**src/rtl/quad_encoder_bank.sv**
```systemverilog
// Bank of NCH quadrature decoders: 2-FF sync, per-bit stability filter, x4 decode,
// windowed speed, sticky illegal-transition flags and a snapshot read port.
module quad_encoder_bank #(
  parameter int NCH    = 4,
  parameter int CNT_W  = 32,
  parameter int FILT   = 4,
  parameter int PERIOD = 500000,
  parameter int AW     = 8
) (
  input  logic             clk,
  input  logic             reset,
  input  logic [NCH-1:0]   enc_a,
  input  logic [NCH-1:0]   enc_b,
  input  logic [NCH-1:0]   clr,
  input  logic             snap,
  input  logic             err_clr,
  input  logic [AW-1:0]    rd_addr,
  output logic [CNT_W-1:0] rd_data,
  output logic             tick
);
  // Filtered bit vector layout: [NCH-1:0] are the A inputs, [2*NCH-1:NCH] the B inputs.
  localparam int NB    = 2 * NCH;
  localparam int WIN_W = $clog2(PERIOD);
  localparam logic [7:0]       FILT_LAST  = 8'(FILT - 1);
  localparam logic [WIN_W-1:0] WIN_LAST   = WIN_W'(PERIOD - 1);
  localparam logic [WIN_W-1:0] WIN_ONE    = WIN_W'(1);
  localparam logic [CNT_W-1:0] CNT_ONE    = CNT_W'(1);
  localparam logic [1:0]       PRIME_LOAD = 2'd2;
  localparam logic [1:0]       PRIME_DONE = 2'd3;

  logic [NB-1:0]    s1_q, s1_d, s2_q, s2_d;
  logic [NB-1:0]    filt_q, filt_d, prev_q, prev_d;
  logic [7:0]       fcnt_q [NB];
  logic [7:0]       fcnt_d [NB];
  logic [1:0]       prime_q, prime_d;
  logic             primed;
  logic [WIN_W-1:0] win_q, win_d;
  logic [CNT_W-1:0] count_q [NCH];
  logic [CNT_W-1:0] count_d [NCH];
  logic [CNT_W-1:0] base_q [NCH];
  logic [CNT_W-1:0] base_d [NCH];
  logic [CNT_W-1:0] speed_q [NCH];
  logic [CNT_W-1:0] speed_d [NCH];
  logic [CNT_W-1:0] sh_count_q [NCH];
  logic [CNT_W-1:0] sh_count_d [NCH];
  logic [CNT_W-1:0] sh_speed_q [NCH];
  logic [CNT_W-1:0] sh_speed_d [NCH];
  logic [NCH-1:0]   err_q, err_d, err_set, sh_err_q, sh_err_d;
  logic [CNT_W-1:0] rd_data_q, rd_data_d;

  assign primed  = (prime_q == PRIME_DONE);
  assign tick    = (win_q == WIN_LAST);
  assign rd_data = rd_data_q;

  // Sync, stability filter and post-reset priming.
  // NOTE: every always_comb output gets a default first so no path leaves it unassigned (no latch).
  always_comb begin
    s1_d    = {enc_b, enc_a};
    s2_d    = s1_q;
    filt_d  = filt_q;
    prev_d  = filt_q;
    fcnt_d  = fcnt_q;
    prime_d = prime_q;
    if (!primed) begin
      prime_d = prime_q + 2'd1;
      // Adopt the settled input level without decoding it, so a resting 11 never counts.
      if (prime_q == PRIME_LOAD) begin
        filt_d = s2_q;
        prev_d = s2_q;
      end
    end else begin
      for (int i = 0; i < NB; i++) begin
        if (s2_q[i] == filt_q[i]) begin
          fcnt_d[i] = '0;
        end else if (fcnt_q[i] == FILT_LAST) begin
          filt_d[i] = s2_q[i];
          fcnt_d[i] = '0;
        end else begin
          fcnt_d[i] = fcnt_q[i] + 8'd1;
        end
      end
    end
  end

  // Decode, speed window and sticky errors; tick/snap read pre-update register values.
  always_comb begin
    count_d    = count_q;
    base_d     = base_q;
    speed_d    = speed_q;
    sh_count_d = sh_count_q;
    sh_speed_d = sh_speed_q;
    sh_err_d   = sh_err_q;
    err_set    = '0;
    win_d      = tick ? '0 : win_q + WIN_ONE;
    if (snap) begin
      sh_count_d = count_q;
      sh_speed_d = speed_q;
      sh_err_d   = err_q;
    end
    for (int ch = 0; ch < NCH; ch++) begin
      if (tick) begin
        speed_d[ch] = count_q[ch] - base_q[ch];
        base_d[ch]  = count_q[ch];
      end
      if (primed) begin
        case ({prev_q[ch], prev_q[NCH+ch], filt_q[ch], filt_q[NCH+ch]})
          4'b0001, 4'b0111, 4'b1110, 4'b1000: count_d[ch] = count_q[ch] + CNT_ONE;
          4'b0100, 4'b1101, 4'b1011, 4'b0010: count_d[ch] = count_q[ch] - CNT_ONE;
          4'b0011, 4'b1100, 4'b0110, 4'b1001: err_set[ch] = 1'b1;
          default: ;
        endcase
      end
      if (clr[ch]) begin
        count_d[ch] = '0;
        base_d[ch]  = '0;
      end
    end
    err_d = (err_clr ? '0 : err_q) | err_set;
  end

  always_comb begin
    rd_data_d = '0;
    for (int ch = 0; ch < NCH; ch++) begin
      if (rd_addr == AW'(2 * ch))     rd_data_d = sh_count_q[ch];
      if (rd_addr == AW'(2 * ch + 1)) rd_data_d = sh_speed_q[ch];
    end
    if (rd_addr == AW'(NB)) rd_data_d = CNT_W'(sh_err_q);
  end

  // NOTE: sequential state uses non-blocking assignments only, so every flop samples pre-edge values.
  always_ff @(posedge clk) begin
    if (reset) begin
      s1_q      <= '0;
      s2_q      <= '0;
      filt_q    <= '0;
      prev_q    <= '0;
      prime_q   <= '0;
      win_q     <= '0;
      err_q     <= '0;
      sh_err_q  <= '0;
      rd_data_q <= '0;
      // NOTE: the register arrays are architecturally visible through the read port, so they are reset too.
      for (int i = 0; i < NB; i++) fcnt_q[i] <= '0;
      for (int ch = 0; ch < NCH; ch++) begin
        count_q[ch]    <= '0;
        base_q[ch]     <= '0;
        speed_q[ch]    <= '0;
        sh_count_q[ch] <= '0;
        sh_speed_q[ch] <= '0;
      end
    end else begin
      s1_q       <= s1_d;
      s2_q       <= s2_d;
      filt_q     <= filt_d;
      prev_q     <= prev_d;
      prime_q    <= prime_d;
      win_q      <= win_d;
      err_q      <= err_d;
      sh_err_q   <= sh_err_d;
      rd_data_q  <= rd_data_d;
      fcnt_q     <= fcnt_d;
      count_q    <= count_d;
      base_q     <= base_d;
      speed_q    <= speed_d;
      sh_count_q <= sh_count_d;
      sh_speed_q <= sh_speed_d;
    end
  end

endmodule

```
**config.mk**
```make
export PLATFORM = sky130hd
export DESIGN_NAME = quad_encoder_bank
export DESIGN_NICKNAME = d
export VERILOG_FILES = /design/src/rtl/quad_encoder_bank.sv
export SDC_FILE = /design/constraint.sdc
export NUM_CORES = 2
export LEC_CHECK = 0
export BUFFER_PORTS_ARGS = -buffer_cell sky130_fd_sc_hd__buf_2
export CORE_MARGIN = 3
export CORE_UTILIZATION = 60
export DETAILED_ROUTE_END_ITERATION = 6
export GPL_ROUTABILITY_DRIVEN = 1
export GPL_TIMING_DRIVEN = 1
export HOLD_SLACK_MARGIN = 0.06
export PLACE_DENSITY = 0.73
export SLEW_MARGIN = 15
export SYNTH_ARGS = -nofsm -noshare
export SYNTH_HDL_FRONTEND = slang
export SYNTH_SLANG_ARGS = --single-unit
```
**constraint.sdc**
```tcl
create_clock -name clk -period 6.2 [get_ports clk]
set_clock_uncertainty 0.2 [all_clocks]
set_input_delay 0.31 -clock clk [delete_from_list [all_inputs] [get_ports clk]]
set_output_delay 0.31 -clock clk [all_outputs]
set_load 0.05 [all_outputs]
```
==> summary.md <==
| Metric | Value |
|---|---|
| Design area | 0.0464 sq mm |
| Avg WL per Cell | 18.5 um |
| DPL Wire Length | 77600 um |
| Initial DRC Count | 3146 |
| Buffers on Ports | 56 |
| Post-Synthesis Cell Area | 0.0425 sq mm |
| Slew @ Worst Pin | 1.15 ns |
| Share of layout cells above drive strength 1 | 6.03% |
| Vias per Instance | 5.93 |
| Worst IR Drop VDD | 0.205 mV |
| Placed instance area | 0.0433 sq mm |
| Seq/Total Area, Yosys | 37.6% |
| Mapped Cells | 5177 |
| Required @ worst endpoint | 6.51 ns |
| Clock root buffer master | clkbuf_16 |
| Max-cap violations | 0 |
| TritonCTS buffer count | 86 |
| Kind of critical path | reg -> reg |
| Synthesized area per cell | 8.20 sq um |
| Largest net degree at the start of global routing | 159 |
| Clk buf depth | 3 |
| Initial antenna violation count | 5 |
| Post-CTS Setup Bufs | 0 |
| Final Slew Violations | 0 |
| H-tree depth | 3 |
| Die ar. | 0.0740 sq mm |
| Setup Total Neg Slack | 0 ns |
| Dpl cells | 5927 |
| CP Launch Type | flip-flop |
| Worst slew margin | 22.7% |
| Nets | 5395 |
| Hold Slack | 0.103 ns |
| Max Freq | 0.219 GHz |
| Drt pass-1 iters | 6 |
| Core area | 0.0693 sq mm |
| # hold bufs at CTS | 22 |
| Num ports | 57 |
| Most used DFF post-synth | dfxtp_1 |
| # DRC | 0 |
| Final Non-Filler Cells | 6105 |
| P&R area growth vs syn | 9.26% |
| Number of global-route vias before repair | 33.5k |
| Seq cells post-synth | 797 |
| First-pass GRT wire length | 181000 um |
| Hold WC Path Type | in -> reg |
| Cts repair resizes | 0 |
| Crit-path max FO | 19 |
| Clk sinks | 797 |
| Overall Power | 11.0 mW |
| Period utilization | 73.5% |
| PwrDens | 237 mW/mm^2 |
| Die Height | 272 um |
| Syn_nets | 5466 |
| Final GP Congestion | 0.928 |
| Die boundary width | 272 um |
| Final antenna-violating net count | 0 |
| CTS tree | built |
| Min Tclk post-route | 4.56 ns |
| GRT overflow | 0 |
| RSZ-0062 raised after global routing | no |
| EDFF count, synth | 0 |
| Ys async rst share | 0% |
| Clk pin slew, worst setup/hold paths | 0.06 ns |
| Final setup vio count | 0 |
| Yosys cell types | 86 |
| Warnings, synthesis | 0 |
| Worst-Skew Late Latency | 0.65 ns |
| Endpoints failing hold | 0 |
| Vias post-DR | 36.2k |
| Total track usage | 29.8% |
| Row Count | 96 |
| Leakage power | 19.1 nW |
| Starting Density | 61.3% |
| Layout fillers | 5965 |
| CP endpoint kind | flip-flop |
| Status | completed |
| Total Wirelength | 113000 um |
| WP data arrival | 4.87 ns |
final timing paths:
kind              startpoint              to  slack, ns  cells after the start
setup / recovery   filt_q[5]     count_q[93]       1.64                     16
setup reg to reg   filt_q[5]     count_q[93]       1.64                     16
hold reg to reg      s1_q[6]         s2_q[6]       0.24                      1
hold / removal          snap  sh_count_q[24]       0.10                      3
registers in the layout, summed over array words and instances, names as in the netlist:
register,count
filt_q,8
count_q,128
prev_q,8
prime_q,2
err_q,4
s2_q,8
sh_speed_q,128
s1_q,8
fcnt_q,64
speed_q,128
rd_data,32
sh_count_q,128
win_q,19
base_q,128
sh_err_q,4
cell families (layout without fill, tap and decap cells):
| kind of cell | Yosys count | after routing | synth area share, % |
|---|---|---|---|
| simple gates | 1776 | 1776 | 18.6 |
| fa+ha+maj | 265 | 265 | 7.95 |
| flops | 797 | 797 | 37.6 |
| buf+inv | 463 | 457 | 4.10 |
| xor+xnor | 247 | 247 | 5.09 |
| other cells | 0 | 3 | 0 |
| compound gates | 1308 | 1308 | 18.8 |
| mux | 321 | 321 | 7.85 |
through the flow:
stage	util [%]	setup WS [ns]
after global routing	66.9	1.26
after CTS	66.9	1.64
after floorplan	-	1.64
after global placement	62.4	1.74
after detailed placement	62.4	1.68
final	67.0	1.64
area by class of cell:
cell class | count | area, sq um | share of cell area [%]
Multi-Input combinational cell | 3917 | 24800 | 53.5
Clock buffer | 124 | 2540 | 5.47
Sequential cell | 797 | 16000 | 34.4
Inverter | 185 | 694 | 1.50
Tap cell | 931 | 1160 | 2.51
Clock inverter | 29 | 355 | 0.766
Timing Repair Buffer | 119 | 866 | 1.87
Antenna cell | 3 | 7.51 | 0.0162
cells in the final DEF, fill, tap and decap left out, types with 51 or more instances in the layout:
cell type / netlist / final
and3_1: 65 / 65
mux2i_1: 286 / 286
nor2_1: 525 / 523
ha_1: 257 / 256
dfxtp_1: 797 / 797
nand2_1: 738 / 738
nor2b_1: 57 / 55
xor2_1: 101 / 101
nor3_1: 53 / 51
a21o_1: 140 / 140
nor3b_1: 53 / 53
buf_2: 4 / 54
clkbuf_16: 0 / 90
inv_1: 184 / 184
o21ai_0: 249 / 248
xnor2_1: 146 / 146
nand3_1: 110 / 110
a21oi_1: 565 / 565
worst max-delay path, stage by stage, from the launching register on:
cell and delay, ns:
dfxtp_1 0.43, xnor2_1 0.17, nand2_1 0.24, inv_1 0.56
buf_4 0.32, ha_1 0.32, and3_1 0.19, a221o_1 0.32
a21o_1 0.17, a21oi_1 0.13, nor2b_1 0.08, a2111oi_4 0.47
o221ai_2 0.21, a21o_1 0.21, a21oi_1 0.18, xor2_1 0.16
o21ai_1 0.06
Yosys cell counts (8+ instances only):
library cell | count | area [sq um]
nand2_1 | 738 | 2770
fa_1 | 8 | 160
a31oi_1 | 26 | 163
a22o_1 | 27 | 236
a21oi_1 | 565 | 2830
a32oi_1 | 11 | 96.3
buf_1 | 39 | 146
o211ai_1 | 8 | 60.1
nand4_1 | 31 | 194
nor4b_1 | 11 | 96.3
or2_2 | 12 | 75.1
mux2_2 | 28 | 315
ha_1 | 257 | 3220
o31ai_1 | 21 | 158
a22oi_1 | 26 | 195
nor3_1 | 53 | 265
nor2b_1 | 57 | 357
xor2_1 | 101 | 885
a211o_1 | 9 | 78.8
o21ai_0 | 249 | 1250
or3_1 | 29 | 181
and3_1 | 65 | 407
and2_1 | 17 | 106
nand2b_1 | 40 | 250
inv_1 | 184 | 691
nor2_1 | 525 | 1970
nor3b_1 | 53 | 398
dfxtp_1 | 797 | 16000
xnor2_1 | 146 | 1280
o21a_1 | 31 | 233
o221ai_1 | 25 | 219
mux2i_1 | 286 | 2860
o21ai_1 | 15 | 75.1
a211oi_1 | 32 | 240
clkbuf_1 | 235 | 882
nand3_1 | 110 | 551
a21o_1 | 140 | 1050
o22ai_1 | 10 | 62.6
o31a_1 | 9 | 78.8
o21bai_1 | 25 | 188
where the power goes:
| part | internal [mW] | switching (mW) |
|---|---|---|
| registers | 5.14 | 0.0152 |
| clock network | 3.13 | 2.12 |
| logic | 0.188 | 0.387 |
| total | 8.46 | 2.52 |
layer usage:
metal  part of all wire, %  track usage [%]
met3                   5.9             3.85
met4                   3.5             10.1
met1                    45             40.7
met2                    46             48.9
met5                 0.012                0
No activity file was read; power rests on OpenSTA's default activity.
